File: src/rtl/booth_seq_multiplier.sv
// Sequential radix-4 Booth multiplier. It retires one Booth digit per clock and
// uses a start/done handshake. Signed or unsigned operation is chosen per
// request through is_signed_i.
//
// Ports:
//   clk_i        rising-edge clock
//   rst_ni       asynchronous active-low reset
//   start_i      request a new multiply; accepted only while busy_o=0
//   is_signed_i  1 = two's-complement operands, 0 = unsigned; sampled with start_i
//   x_i, y_i     multiplicand / multiplier; sampled with start_i
//   busy_o       operation in progress; start_i is ignored
//   done_o       one-cycle pulse; product_o is valid from this cycle onward
//   product_o    x*y; holds its value until the next done_o
module booth_seq_multiplier #(
  parameter int unsigned WIDTH = 32
) (
  input  logic                 clk_i,
  input  logic                 rst_ni,
  input  logic                 start_i,
  input  logic                 is_signed_i,
  input  logic [WIDTH-1:0]     x_i,
  input  logic [WIDTH-1:0]     y_i,
  output logic                 busy_o,
  output logic                 done_o,
  output logic [2*WIDTH-1:0]   product_o
);

  localparam int unsigned Iter = (WIDTH + 2) / 2;
  localparam int unsigned AccW = 2 * WIDTH + 4;
  localparam int unsigned CntW = (Iter > 1) ? $clog2(Iter) : 1;

  typedef enum logic [1:0] {StIdle, StRun, StDone} state_e;

  state_e               state_q, state_d;
  logic [AccW-1:0]      xa_q, xa_d;       // multiplicand, pre-shifted by 2i
  logic [WIDTH+1:0]     ye_q, ye_d;       // extended multiplier, consumed 2 bits/cycle
  logic                 yprev_q, yprev_d; // y[2i-1] of the current triple
  logic [AccW-1:0]      acc_q, acc_d;
  logic [CntW-1:0]      cnt_q, cnt_d;
  logic                 done_q, done_d;
  logic [2*WIDTH-1:0]   product_q, product_d;

  logic [2:0]           triple;
  logic [AccW-1:0]      addend;
  logic                 load;
  logic                 xs, ys;

  assign triple = {ye_q[1:0], yprev_q};
  assign xs     = is_signed_i & x_i[WIDTH-1];
  assign ys     = is_signed_i & y_i[WIDTH-1];
  // A new operation can be accepted in IDLE and in DONE (back-to-back).
  assign load   = start_i && (state_q != StRun);

  // Negation is done over the full accumulator width, so -2X of the most
  // negative operand cannot truncate.
  always_comb begin
    addend = '0;
    case (triple)
      3'b001, 3'b010: addend = xa_q;
      3'b011:         addend = xa_q << 1;
      3'b100:         addend = ~(xa_q << 1) + AccW'(1);
      3'b101, 3'b110: addend = ~xa_q + AccW'(1);
      default:        addend = '0;
    endcase
  end

  always_comb begin
    state_d   = state_q;
    xa_d      = xa_q;
    ye_d      = ye_q;
    yprev_d   = yprev_q;
    acc_d     = acc_q;
    cnt_d     = cnt_q;
    done_d    = 1'b0;
    product_d = product_q;

    unique case (state_q)
      StIdle: ;
      StRun: begin
        acc_d   = acc_q + addend;
        xa_d    = xa_q << 2;
        ye_d    = ye_q >> 2;
        yprev_d = ye_q[1];
        cnt_d   = cnt_q + 1'b1;
        if (cnt_q == CntW'(Iter - 1)) begin
          state_d = StDone;
        end
      end
      StDone: begin
        product_d = acc_q[2*WIDTH-1:0];
        done_d    = 1'b1;
        state_d   = StIdle;
      end
      default: state_d = StIdle;
    endcase

    if (load) begin
      xa_d    = {{(AccW - WIDTH){xs}}, x_i};
      ye_d    = {{2{ys}}, y_i};
      yprev_d = 1'b0;
      acc_d   = '0;
      cnt_d   = '0;
      state_d = StRun;
    end
  end

  always_ff @(posedge clk_i or negedge rst_ni) begin
    if (!rst_ni) begin
      state_q   <= StIdle;
      xa_q      <= '0;
      ye_q      <= '0;
      yprev_q   <= 1'b0;
      acc_q     <= '0;
      cnt_q     <= '0;
      done_q    <= 1'b0;
      product_q <= '0;
    end else begin
      state_q   <= state_d;
      xa_q      <= xa_d;
      ye_q      <= ye_d;
      yprev_q   <= yprev_d;
      acc_q     <= acc_d;
      cnt_q     <= cnt_d;
      done_q    <= done_d;
      product_q <= product_d;
    end
  end

  // The top guard bits only absorb carries; the low 2*WIDTH bits are exact.
  logic unused_acc;
  assign unused_acc = ^acc_q[AccW-1:2*WIDTH];

  assign busy_o    = (state_q == StRun);
  assign done_o    = done_q;
  assign product_o = product_q;

endmodule

File: config.mk
export PLATFORM = sky130hd
export DESIGN_NAME = booth_seq_multiplier
export DESIGN_NICKNAME = d
export VERILOG_FILES = /design/src/rtl/booth_seq_multiplier.sv
export SDC_FILE = /design/constraint.sdc
export NUM_CORES = 1
export LEC_CHECK = 0
export ABC_AREA = 0
export BUFFER_PORTS_ARGS = -buffer_cell sky130_fd_sc_hd__buf_2
export CORE_ASPECT_RATIO = 0.5
export CORE_UTILIZATION = 41
export CTS_CLUSTER_SIZE = 25
export DETAILED_ROUTE_END_ITERATION = 8
export SYNTH_ARGS = -nofsm -noshare
export SYNTH_HDL_FRONTEND = slang
export SYNTH_SLANG_ARGS = --single-unit
File: constraint.sdc
create_clock -name clk_i -period 6.35 [get_ports clk_i]
set_clock_uncertainty 0.1 [all_clocks]
set_input_delay 1.5875 -clock clk_i [delete_from_list [all_inputs] [get_ports clk_i]]
set_output_delay 1.5875 -clock clk_i [all_outputs]
set_load 0.05 [all_outputs]
# Yosys cells after proc, flatten, opt, wreduce, memory -nomap -nowiden
# Cells that the tools add are included.
[word_totals]
ff_bits = 243
[op_classes]
addsub = 4
eq_ne = 12
n_mux = 15
n_bitwise = 4
reduce_logical = 6
[ops]
columns = ["cell", "n"]
rows = [
  ["$mux 68", 4],
  ["$pmux 68 s4", 1],
  ["$add 68x1->68 const B", 2],
  ["$not 68->68", 2],
  ["$add 68x68->68", 1],
  ["$mux 34", 2],
  ["$mux 5", 2],
  ["$eq 3x3->1 const B", 3],
  ["$eq 3x2->1 const B", 2],
  ["$add 5x1->5 const B", 1],
  ["$eq 5x5->1 const B", 1],
  ["$mux 2", 2],
  ["$pmux 2 s2", 1],
  ["$reduce_or 2->1", 2],
  ["$eq 3x1->1 const B", 1],
  ["$mux 1", 3],
  ["$ne 3x1->1 const B", 1],
  ["$and 1x1->1", 2],
  ["$eq 2x1->1 const B", 1],
  ["$eq 2x2->1 const B", 1],
  ["$logic_not 2->1", 1],
  ["$ne 2x1->1 const B", 1],
  ["$ne 2x2->1 const B", 1],
  ["$reduce_and 2->1", 1],
  ["other kinds (2)", 2],
]

# Logic depth before layout (Yosys ltp)
[logic_depth]
word_depth = 6
depth_mapped = 26
ltp_nobuf = 25

# Least setup slack after synthesis
# OpenSTA, ideal clock, no wires.
[synth_timing]
path_kind = "register to register"
start = "register xa_q[0]"
end = "register acc_q[49]"
setup_ns = 0.083
arrival_ns = 5.159
required_time_ns = 6.167
slack_ns = 1.008
stages_incl_launch_ff = 25
n_path_buf = 0
period_less_slack_ns = 5.342
path_cell_list = "dfrtp_1 > inv_1 > ha_1 > nand2b_1 > nor4b_2 > nand3_1 > or3_1 > or2_2 > nor3_1 > xnor2_1 > a21oi_1 > nor2_1 > a21oi_1 > a21oi_1 > ha_1 > nand2_1 > nor3_1 > o2111ai_1 > a2111oi_0 > a2111oi_0 > nor3_1 > a41oi_1 > o31a_1 > xor2_1 > o21ai_0"
[synth_via]
elab_chain_len = 6
word_cells_on_any_way = 8
classes_between = "add/sub (3); mux (3); bitwise (2)"
[synth_rtl]
columns = ["item", "line", "rtl"]
rows = [
  ["start, declared", "35", "logic [AccW-1:0] xa_q, xa_d;"],
  ["start signal, assigned", "110", "xa_q <= '0;"],
  ["start signal, assigned", "119", "xa_q <= xa_d;"],
  ["$not 68->68 (on tied branches)", "62, 61", ""],
  ["$add 68x1->68 (on tied branches)", "62, 61", ""],
  ["$pmux 68 s4 *", "58", "case (triple)"],
  ["$add 68x68->68 *", "80", "acc_d = acc_q + addend;"],
  ["$mux 68 *", "77", "unique case (state_q)"],
  ["$mux 68 *", "97", "if (load) begin"],
  ["end signal, assigned", "113", "acc_q <= '0;"],
  ["end signal, assigned", "122", "acc_q <= acc_d;"],
  ["end, declared", "38", "logic [AccW-1:0] acc_q, acc_d;"],
]
# Every way passes the cells marked *; elsewhere a longest branch is shown, timed or not. The select of a mux whose other input is x is not followed.
# A chain may end at the register's enable or synchronous reset.

# Final worst setup path
[layout_timing]
start = "register xa_q[0]"
end = "register acc_q[62]"
# The elaborated chain is that of the path after synthesis.

==> run_results.csv <==
group,metric,value,unit
logic_synthesis,synthesis.nets,2173,
final_layout,antenna_cells,0,
clocking,numCtsBuffers,25,
timing,slew_viol_final,0,
clocking,h-tree-depth,1,
global_routing,antenna_found_initial,0,
placement,portBuffers,133,
routing,vias,14700,
setup_path,worst_ep_required_time,6.63,ns
routing,vias_per_cell,5.59,
clocking,cts_tree,"built",
final_layout,mostFrequentLayoutCell,"nand2_1",
placement,place_congestion,0.892,
final_layout,filler_cell_count,3867,
logic_synthesis,synth_seq_cells,234,
clocking,cts_hold_buf,0,
routing,post_drt_wl_per_cell,18.2,µm
final_layout,regArea,5860,µm²
die,dieArea,40900,µm²
timing,fmax,0.169,GHz
routing,wirelength,47900,µm
global_routing,grt_overflow,0,
clocking,max-clock-path-buffers,3,
final_layout,drive_gt1_share,12.5,%
logic_synthesis,ys_seq_area_share,35.7,%
outcome,status,"completed",
logic_synthesis,ys_types,71,
setup_path,path_depth,24,
final_layout,final-instance-count-excl-fill,2636,
logic_synthesis,async_flop_share,100,%
routing,firstDrtPassIters,6,
final_layout,areaGrowthSynthToFinish,12.6,%
logic_synthesis,ys.warnings.count,0,
final_layout,multi_input_area,9890,µm²
placement,dpl_worst_slack,0.0962,ns
setup_path,max_stage_delay,0.42,ns
routing,drc,0,
clocking,clk_pin_slew,0.06,ns
timing,hold_viol,0,
setup_path,crit_chain,"inv_1, ha_1, nand2b_1, nor4b_2, nand3_1, or3_1, or2_2, or3_1, xor2_1, o21ai_0, o22a_1, a21oi_1, ha_1, a21o_1, a21o_1, a21o_1, a211o_1, o2111ai_1, a31o_2, o221ai_1, a31oi_1, o21ai_0, xnor2_1, o21ai_0",
placement,place_hpwl,33700,µm
clocking,clock-sinks,234,
logic_synthesis,syn_area_per_cell,8.06,µm²
timing,worst_slew_pin_slew,0.965,ns
logic_synthesis,synth_edf_count,0,
timing,setup_slack,0.440,ns
timing,hold_slack,0.366,ns
routing,first_iter_violations,1453,
logic_synthesis,syn-cell-area,16400,µm²
global_routing,grt_pass1_wl,76200,µm
setup_path,cp_slowest_cell,"dfrtp_1",
setup_path,worstSetupPathType,"flip-flop to flip-flop",
min_path,hold_path.class,"flip-flop to flip-flop",
global_routing,track_usage,23.0,%
placement,post-place-cells,2589,
setup_path,endpoint_kind,"flip-flop",
timing,setup-violations-final,0,
setup_path,worstPathMaxFanout,6,
setup_path,critPathTopFamily,"compound AO/OA/AOI/OAI gates",
global_routing,grt_pass1_vias,13700,
timing,tns,0,ns
logic_synthesis,synthFlopType,"dfrtp_1",
timing,slew_headroom,35.6,%
global_routing,grt_max_degree,113,
die,rows,51,
final_layout,fin_nets,2222,
run,drv_cap,0,
timing,min_period,5.91,ns
die,core_area,39200,µm²
die,initial_core_util,41.9,%
routing,final_antenna_net_count,0,
setup_path,startpoint_type,"flip-flop",
die,ios,134,
setup_path,crit_arrival,6.19,ns
logic_synthesis,synth_top_area_share,35.7,%
logic_synthesis,synthTopCellsByArea,"dfrtp_1 (36%), nand2_1 (9.5%), o21ai_0 (6.9%)",
die,die_x,285,µm
die,die_h,143,µm
clocking,cts-root-buf,"clkbuf_16",
logic_synthesis,synth_area_leader_cell,"dfrtp_1",
clocking,worst_skew_pair.late_latency,0.56,ns
timing,min_period_over_period,93.1,%
timing,rsz0062_at_grt,"false",
logic_synthesis,synthCells,2038,
final_layout,layout_common_cells,"nand2_1 (416), dfrtp_1 (233), o21ai_0 (227)",
min_path,hold_path_depth,2,
setup_path,reg2reg_depth,24,
setup_path,path_buf_inv,1,
sequential cells by signal (all words and copies together), names as in the netlist:
| signal | cells |
|---|---|
| cnt_q | 5 |
| acc_q | 64 |
| state_q | 2 |
| done_o | 1 |
| yprev_q | 1 |
| product_o | 64 |
| ye_q | 33 |
| xa_q | 64 |
kinds of logic (layout without fill, tap and decap cells):
group | count (synthesis) | count (layout) | share of synthesized area [%]
XOR/XNOR | 135 | 135 | 7.20
flip-flops | 234 | 234 | 35.7
AND/OR/NAND/NOR | 796 | 796 | 23.0
multiplexers | 67 | 67 | 4.09
buffers and inverters | 191 | 259 | 4.50
AO/OA/AOI/OAI | 548 | 548 | 20.3
adder cells (fa/ha/maj) | 67 | 67 | 5.15
worst paths after layout:
path	from	to	slack, ns
min in group asynchronous	rst_ni	product_o[10]	0.92
min reg2reg	product_o[47]	product_o[47]	0.37
max reg2reg	xa_q[0]	acc_q[62]	0.44
max in group asynchronous	rst_ni	product_o[63]	4.05
min	product_o[47]	product_o[47]	0.37
max	xa_q[0]	acc_q[62]	0.44
worst min-delay path: stages, from the launching register on:
cell     delay [ns]
dfrtp_1        0.34
nand2_1        0.05
nand2_1        0.05
Yosys cell counts (12+ instances only):
cell type and count:
inv_1 27, a21oi_1 111, clkbuf_1 146, nand3_1 50, nand3b_1 89, a22oi_1 37
o21bai_1 15, a21o_1 48, o21ai_0 227, or3_1 26, a221oi_1 22, nor2_1 107
nor3_1 25, nand4_1 16, a211oi_1 12, ha_1 66, xor2_1 65, dfrtp_1 234
mux2i_1 66, nand2_1 417, xnor2_1 70
metal layers:
layer	wire length [µm]	up-vias	GRT usage [%]	share of wire (%)
met5	0	-	0	0
met4	944	0	5.15	2.0
met3	2740	60	3.97	5.7
met2	20600	395	34.6	43
met1	23700	7008	34.2	49
li1	-	7283	-	-
area by class of cell:
| type | instances | area share [%] |
|---|---|---|
| repair buffers | 184 | 5.88 |
| clock buffers | 34 | 3.89 |
| flip-flops and latches | 234 | 31.7 |
| multi-input cells | 1613 | 53.5 |
| inverters | 29 | 0.603 |
| clock inverters | 12 | 0.833 |
| well taps | 530 | 3.59 |
stage by stage:
stage                     util, %  cell area [µm²]
after CTS                    47.0            18400
after global placement       44.8            17600
after floorplan                 -            16400
after detailed placement     44.8            17600
after global routing         47.2            18500
final                        47.2            18500
what timing repair did:
action | CTS | global route
endpoints found under the hold margin | 0 | 0
resized for setup | 0 | 8
endpoints found under the setup margin | 0 | 11
setup buffers | 0 | 1
Power is left out: the tool's default activity adds up to more than one toggle a clock period on the data nets, which glitch-free logic cannot reach.
